==> src/rtl/apb_mem_bridge_if.sv <==
// apb_mem_bridge_if: APB4 completer bus plus single-cycle memory port
// slave modport (bridge view):
//   in : psel, penable, pwrite, paddr, pwdata, pstrb, mem_rd_data
//   out: pready, prdata, pslverr, mem_wr_en, mem_rd_en, mem_addr, mem_wr_data, mem_strb
// master modport: the same signals seen from the requester/memory side
interface apb_mem_bridge_if #(
  parameter int PADDR_WIDTH = 32,
  parameter int ADDR_WIDTH  = 30,
  parameter int DATA_WIDTH  = 32,
  parameter int STRB_WIDTH  = DATA_WIDTH / 8
);
  logic                   psel;
  logic                   penable;
  logic                   pwrite;
  logic [PADDR_WIDTH-1:0] paddr;
  logic [DATA_WIDTH-1:0]  pwdata;
  logic [STRB_WIDTH-1:0]  pstrb;
  logic                   pready;
  logic [DATA_WIDTH-1:0]  prdata;
  logic                   pslverr;
  logic                   mem_wr_en;
  logic                   mem_rd_en;
  logic [ADDR_WIDTH-1:0]  mem_addr;
  logic [DATA_WIDTH-1:0]  mem_wr_data;
  logic [STRB_WIDTH-1:0]  mem_strb;
  logic [DATA_WIDTH-1:0]  mem_rd_data;
  modport slave (
    input  psel, penable, pwrite, paddr, pwdata, pstrb, mem_rd_data,
    output pready, prdata, pslverr, mem_wr_en, mem_rd_en, mem_addr, mem_wr_data, mem_strb
  );
  modport master (
    output psel, penable, pwrite, paddr, pwdata, pstrb, mem_rd_data,
    input  pready, prdata, pslverr, mem_wr_en, mem_rd_en, mem_addr, mem_wr_data, mem_strb
  );
endinterface

==> src/rtl/apb_mem_bridge.sv <==
// apb_mem_bridge: APB4 completer driving single-cycle memory strobes with range/alignment checks and wait states
// ports: pclk clock, preset sync active-high reset, bus = apb_mem_bridge_if.slave (APB side + memory side)
module apb_mem_bridge #(
  parameter int PADDR_WIDTH = 32,
  parameter int ADDR_WIDTH  = 30,
  parameter int DATA_WIDTH  = 32,
  parameter int STRB_WIDTH  = DATA_WIDTH / 8,
  parameter int MEM_WORDS   = 1024,
  parameter int WAIT_STATES = 0
) (
  input logic pclk,
  input logic preset,
  apb_mem_bridge_if.slave bus
);
  localparam int CW = WAIT_STATES > 0 ? $clog2(WAIT_STATES + 1) : 1;
  localparam logic [CW-1:0] LAST = CW'(WAIT_STATES > 0 ? WAIT_STATES - 1 : 0);
  localparam logic [PADDR_WIDTH-3:0] LIM = (PADDR_WIDTH-2)'(MEM_WORDS);
  localparam bit W0 = WAIT_STATES == 0;
  typedef enum logic [1:0] {IDLE, ACC, RDW, DONE} state_t;
  state_t r_state, w_next;
  logic [CW-1:0] r_cnt, w_cnt;
  logic r_write, r_err, r_rd_a2;
  logic r_pready, r_pslverr, r_wr_en, r_rd_en;
  logic [ADDR_WIDTH-1:0] r_addr;
  logic [DATA_WIDTH-1:0] r_wdata, r_rdata;
  logic [STRB_WIDTH-1:0] r_strb;
  logic w_setup, w_err, w_last;
  logic w_pready_n, w_pslverr_n, w_wr_en_n, w_rd_en_n;
  assign w_setup = r_state == IDLE && bus.psel && !bus.penable;
  assign w_err   = |bus.paddr[1:0] || bus.paddr[PADDR_WIDTH-1:2] >= LIM;
  assign w_last  = r_cnt == LAST;
  // ACC holds the wait cycles of writes/errors; reads spend one ACC cycle then wait in RDW
  always_comb begin
    w_next = r_state == IDLE ? (w_setup ? (((bus.pwrite || w_err) && W0) ? DONE : ACC) : IDLE)
           : r_state == DONE ? IDLE
           : !bus.psel ? IDLE
           : r_state == RDW ? (w_last ? DONE : RDW)
           : (r_write || r_err) ? (w_last ? DONE : ACC)
           : (W0 ? DONE : RDW);
    w_cnt = (r_state == RDW || (r_state == ACC && (r_write || r_err))) ? r_cnt + 1'b1 : '0;
  end
  // outputs are registered from the next state so pready lands in the DONE cycle itself
  always_comb begin
    w_pready_n  = w_next == DONE;
    w_pslverr_n = w_next == DONE && (r_state == IDLE ? w_err : r_err);
    w_wr_en_n   = w_setup && !w_err && bus.pwrite;
    w_rd_en_n   = w_setup && !w_err && !bus.pwrite;
  end
  always_ff @(posedge pclk) begin
    if (preset) begin
      r_state   <= IDLE;
      r_cnt     <= '0;
      r_write   <= 1'b0;
      r_err     <= 1'b0;
      r_rd_a2   <= 1'b0;
      r_pready  <= 1'b0;
      r_pslverr <= 1'b0;
      r_wr_en   <= 1'b0;
      r_rd_en   <= 1'b0;
      r_addr    <= '0;
      r_wdata   <= '0;
      r_strb    <= '0;
      r_rdata   <= '0;
    end else begin
      r_state   <= w_next;
      r_cnt     <= w_cnt;
      r_pready  <= w_pready_n;
      r_pslverr <= w_pslverr_n;
      r_wr_en   <= w_wr_en_n;
      r_rd_en   <= w_rd_en_n;
      r_rd_a2   <= r_rd_en;
      if (w_setup) begin
        r_write <= bus.pwrite;
        r_err   <= w_err;
      end
      if (w_wr_en_n || w_rd_en_n) begin
        r_addr  <= bus.paddr[ADDR_WIDTH+1:2];
        r_wdata <= bus.pwdata;
        r_strb  <= bus.pwrite ? bus.pstrb : '0;
      end
      if (r_rd_a2) r_rdata <= bus.mem_rd_data;
    end
  end
  // read data is only guaranteed the cycle after the strobe, so later DONE cycles use the captured copy
  assign bus.prdata      = (r_pready && !r_write && !r_err) ? (r_rd_a2 ? bus.mem_rd_data : r_rdata) : '0;
  assign bus.pready      = r_pready;
  assign bus.pslverr     = r_pslverr;
  assign bus.mem_wr_en   = r_wr_en;
  assign bus.mem_rd_en   = r_rd_en;
  assign bus.mem_addr    = r_addr;
  assign bus.mem_wr_data = r_wdata;
  assign bus.mem_strb    = r_strb;
endmodule

==> src/flat_wrapper.sv <==
// flat-port wrapper written by rule: the top's interface ports become plain ports
module apb_mem_bridge_flat 
#(
  parameter int PADDR_WIDTH = 32,
  parameter int ADDR_WIDTH  = 30,
  parameter int DATA_WIDTH  = 32,
  parameter int STRB_WIDTH  = DATA_WIDTH / 8,
  parameter int MEM_WORDS   = 1024,
  parameter int WAIT_STATES = 0
)
  (pclk, preset, bus_psel, bus_penable, bus_pwrite, bus_paddr, bus_pwdata, bus_pstrb, bus_mem_rd_data, bus_pready, bus_prdata, bus_pslverr, bus_mem_wr_en, bus_mem_rd_en, bus_mem_addr, bus_mem_wr_data, bus_mem_strb);
  apb_mem_bridge_if #(.PADDR_WIDTH(PADDR_WIDTH), .ADDR_WIDTH(ADDR_WIDTH), .DATA_WIDTH(DATA_WIDTH), .STRB_WIDTH(STRB_WIDTH)) bus_i ();
  input logic pclk;
  input logic preset;
  input wire logic [$bits(bus_i.psel)-1:0] bus_psel;
  input wire logic [$bits(bus_i.penable)-1:0] bus_penable;
  input wire logic [$bits(bus_i.pwrite)-1:0] bus_pwrite;
  input wire logic [$bits(bus_i.paddr)-1:0] bus_paddr;
  input wire logic [$bits(bus_i.pwdata)-1:0] bus_pwdata;
  input wire logic [$bits(bus_i.pstrb)-1:0] bus_pstrb;
  input wire logic [$bits(bus_i.mem_rd_data)-1:0] bus_mem_rd_data;
  output wire logic [$bits(bus_i.pready)-1:0] bus_pready;
  output wire logic [$bits(bus_i.prdata)-1:0] bus_prdata;
  output wire logic [$bits(bus_i.pslverr)-1:0] bus_pslverr;
  output wire logic [$bits(bus_i.mem_wr_en)-1:0] bus_mem_wr_en;
  output wire logic [$bits(bus_i.mem_rd_en)-1:0] bus_mem_rd_en;
  output wire logic [$bits(bus_i.mem_addr)-1:0] bus_mem_addr;
  output wire logic [$bits(bus_i.mem_wr_data)-1:0] bus_mem_wr_data;
  output wire logic [$bits(bus_i.mem_strb)-1:0] bus_mem_strb;
  assign bus_i.psel = bus_psel;
  assign bus_i.penable = bus_penable;
  assign bus_i.pwrite = bus_pwrite;
  assign bus_i.paddr = bus_paddr;
  assign bus_i.pwdata = bus_pwdata;
  assign bus_i.pstrb = bus_pstrb;
  assign bus_i.mem_rd_data = bus_mem_rd_data;
  assign bus_pready = bus_i.pready;
  assign bus_prdata = bus_i.prdata;
  assign bus_pslverr = bus_i.pslverr;
  assign bus_mem_wr_en = bus_i.mem_wr_en;
  assign bus_mem_rd_en = bus_i.mem_rd_en;
  assign bus_mem_addr = bus_i.mem_addr;
  assign bus_mem_wr_data = bus_i.mem_wr_data;
  assign bus_mem_strb = bus_i.mem_strb;
  apb_mem_bridge #(.PADDR_WIDTH(PADDR_WIDTH), .ADDR_WIDTH(ADDR_WIDTH), .DATA_WIDTH(DATA_WIDTH), .STRB_WIDTH(STRB_WIDTH), .MEM_WORDS(MEM_WORDS), .WAIT_STATES(WAIT_STATES)) u_core (.pclk(pclk), .preset(preset), .bus(bus_i));
endmodule
==> config.mk <==
export PLATFORM = sky130hd
export DESIGN_NAME = apb_mem_bridge_flat
export DESIGN_NICKNAME = d
export VERILOG_FILES = /design/src/rtl/apb_mem_bridge_if.sv /design/src/rtl/apb_mem_bridge.sv /design/src/flat_wrapper.sv
export SDC_FILE = /design/constraint.sdc
export NUM_CORES = 1
export LEC_CHECK = 0
export ABC_AREA = 0
export CORE_MARGIN = 2
export CORE_UTILIZATION = 41
export CTS_BUF_LIST = sky130_fd_sc_hd__clkbuf_4
export CTS_CLUSTER_DIAMETER = 120
export CTS_CLUSTER_SIZE = 40
export DETAILED_ROUTE_END_ITERATION = 8
export HOLD_SLACK_MARGIN = 0.15
export PLACE_DENSITY = 0.79
export SLEW_MARGIN = 20
export SYNTH_ARGS = -nofsm -noshare
export SYNTH_HDL_FRONTEND = slang
export SYNTH_SLANG_ARGS = --single-unit
==> constraint.sdc <==
create_clock -name pclk -period 1.9 [get_ports pclk]
set_clock_uncertainty 0.15 [all_clocks]
set_input_delay 0.38 -clock pclk [delete_from_list [all_inputs] [get_ports pclk]]
set_output_delay 0.38 -clock pclk [all_outputs]
set_load 0.02 [all_outputs]
==> results.md, run 1 <==
* Row count at 36
* GRT Residual Overflow at 0
* Max-slew violation count at 0
* Die Wd at 104 µm
* H-tree levels at 3
* Power density cells at 540 mW/mm²
* DRT Wirelength at 14,200 µm
* CTS root buf: clkbuf_4
* Number of global-route vias before repair at 4,346
* Sink Count at 108
* Post-Syn Instances at 459
* Post-synth top area share at 0.523
* DP Wirelength at 9260 µm
* Leading area contributor after synthesis: dfxtp_1
* Max layer used: met4
* Setup WS post-layout at -0.250 ns
* Initial DRC Count at 212
* Fraction of layout cells with a size suffix above 1 at 0.230
* Warnings, synthesis at 0
* Total GRT Usage at 0.241
* Max_slew headroom at 0.725
* RSZ-0062 raised after global routing: true
* Antenna Nets Post-Route at 0
* Syn nets at 564
* Synth cell types at 28
* Largest net degree at the start of global routing at 49
* Metal3 WL at 1070 µm
* Synthesis-to-finish area growth at 72.4%
* Sequential fraction of the synthesis area at 0.523
* Clock slew at reported path FFs at 0.15 ns
* Vias/cell at 5.23
* Syn Area/Cell at 9.01 µm²
* Clock Tree Buf Depth at 2
* Core area at 0.00977 mm²
* First drt pass iteration count at 5
* P_leak at 2.91 nW
* Clock Latency Late Sink at 0.44 ns
* Worst EP arrival at 1.62 ns
* Sequential cell area at 0.00217 mm²
* Global-route wire length before repair at 21,500 µm
* Die area at 0.0109 mm²
* Placed cell count at 801
* Synth area leaders: dfxtp_1 52%, mux2i_1 8.0%, nand4_1 7.1%, nor2_1 6.8%, a21oi_1 5.7%
* Setup crit end kind: primary output
* DIE HEIGHT at 104 µm
* Slew @ Worst Pin at 0.413 ns
* Cts bufs inserted at 9
* Synthesis-stage register bit count at 108
* Final Instance Area at 0.00713 mm²
* Worst VDD drop at 0.431 mV
* Period utilization at 1.13
* # IOs at 207
* Min-delay worst type: flip-flop to flip-flop
* Buffers on Ports at 206
* Finished Layout Cells at 847
* Final hold vios at 0
* GPL Wtd Cong at 0.831
* Filler cells at 732
* Metal2 WL at 7110 µm
* Remaining DRCs at 0
* Failing checks: setup timing
* Final nets at 813
* M1 WL at 5670 µm
* CTS tree: done
* Max_cap viols at 0
* Post-DP Area at 0.00664 mm²
* Synth Cell Area at 0.00413 mm²
* Endpoints failing setup at 32
* Max Fclk at 465 MHz
* Status: complete, but fails checks
* Vias at 4,433
* Multi-input gate area at 0.00204 mm²
* Tmin final at 2.15 ns
* Critical path class: flip-flop to primary output
* Worst setup SP type: flip-flop
* Starting Density at 0.423
* Required time worst endpoint at 1.37 ns
* Antenna violations before repair at 1
* WL per Instance at 16.8 µm
* CP Max Fanout at 9
==> flip-flops by register name, indices dropped and copies added, names as in the netlist <==
name,count
u_core.bus.mem_wr_en,1
u_core.bus.mem_strb,4
u_core.r_rd_a2,1
u_core.bus.mem_rd_en,1
u_core.r_write,1
u_core.bus.mem_addr,30
u_core.r_state,2
u_core.r_rdata,32
u_core.bus.pslverr,1
u_core.r_err,1
u_core.bus.mem_wr_data,32
u_core.bus.pready,1
u_core.r_cnt,1
==> layer usage <==
metal / vias to the layer above / track usage
met5: - / 0
met3: 35 / 0.0620
met2: 186 / 0.419
met1: 2083 / 0.283
li1: 2129 / -
met4: 0 / 0.0917
==> final cells by class <==
cell class              count  share of cell area
inverters                   2             0.00105
flip-flops and latches    108               0.304
well taps                 133              0.0233
diodes                      1            0.000351
repair buffers            284               0.366
clock buffers               9             0.00948
multi-input cells         303               0.286
clock inverters             7             0.00948
==> placed cells by master, fill, tap and decap left out, types with 11 or more instances in the layout <==
cell type        synthesis  layout
clkdlybuf4s50_1          0     103
mux2i_4                  0      16
mux2i_2                  0      11
o21ai_0                 41      37
dfxtp_1                108     105
buf_4                    0      76
a21oi_1                 47      47
nand4_1                 47      47
nor2_1                  75      69
dlygate4sd2_1            0      70
o21ai_1                 10      14
nor3b_1                 20      20
==> cells in the mapped netlist <==
cell type	n
dfxtp_1	108
nor2_1	75
a21oi_1	47
nand4_1	47
o21ai_0	41
mux2i_1	33
clkbuf_1	29
nor3b_1	20
buf_2	15
o21ai_1	10
and2_1	5
nor4_1	5
nor2b_1	4
and3_1	2
buf_1	2
inv_1	2
nand2b_1	2
nor3_1	2
a2111oi_0	1
a211oi_1	1
a21o_1	1
and4_1	1
nand2_1	1
nand4_2	1
nor4b_2	1
nor4b_4	1
o211a_1	1
o22ai_1	1
==> critical path: stages (launching register included) <==
cell and delay [ns]:
dfxtp_4 0.42, buf_12 0.14, buf_4 0.12, mux2i_2 0.25, nor2_1 0.08, buf_2 0.16
==> cells by family (layout without fill, tap and decap cells) <==
logic type | count (synthesis) | count (layout) | share of synthesized area
mux | 33 | 33 | 0.0799
compound gates | 103 | 103 | 0.128
buf+inv | 48 | 302 | 0.0481
flops | 108 | 108 | 0.523
other cells | 0 | 1 | 0
simple gates | 167 | 167 | 0.221
==> timing repair <==
item                       in CTS  in global routing
buffers inserted               20                  6
setup endpoints to repair     102                 44
hold buffers                    1                  0
resized for setup             203                 71
gates cloned                    0                  2
hold endpoints to repair       17                  0
pin swaps                       0                  3
==> power breakdown <==
group	internal, W	switching (W)	leakage [nW]
combinational	0.000250	0.000167	1.97
clock	0.000396	0.000745	0.0710
sequential	0.00228	0.0000135	0.872
==> path summary, 6_finish.rpt <==
check | endpoint | slack (ns) | start | depth (start not counted)
worst max-delay path | bus_prdata[18] | -0.25 | u_core.r_rd_a2 | 5
worst min-delay path | u_core.r_rd_a2 | 0.31 | u_core.bus.mem_rd_en | 1
worst max register to register | u_core.bus.mem_wr_data[3] | 0.07 | u_core.r_state[0] | 5
worst min register to register | u_core.r_rd_a2 | 0.31 | u_core.bus.mem_rd_en | 1
==> metrics by stage <==
stage | worst slack, ns | util | hold slack [ns] | TNS, ns | total power [W]
after floorplan | 0.145 | - | 0.267 | 0 | 0.00244
after global placement | -0.348 | 0.679 | 0.284 | -30.04 | 0.00271
after detailed placement | -0.377 | 0.679 | 0.298 | -32.79 | 0.00271
after CTS | -0.310 | 0.706 | 0.304 | -6.60 | 0.00385
after global routing | -0.296 | 0.729 | 0.328 | -7.04 | 0.00399
final | -0.250 | 0.729 | 0.314 | -5.15 | 0.00385
Power figures use the tool's default switching activity.
==> run 2: changes to the inputs <==
- ABC_CLOCK_PERIOD_IN_PS: unset -> 1900
==> results of run 2 <==
No change in the layout: final DEF, timing and power equal those of run 1.
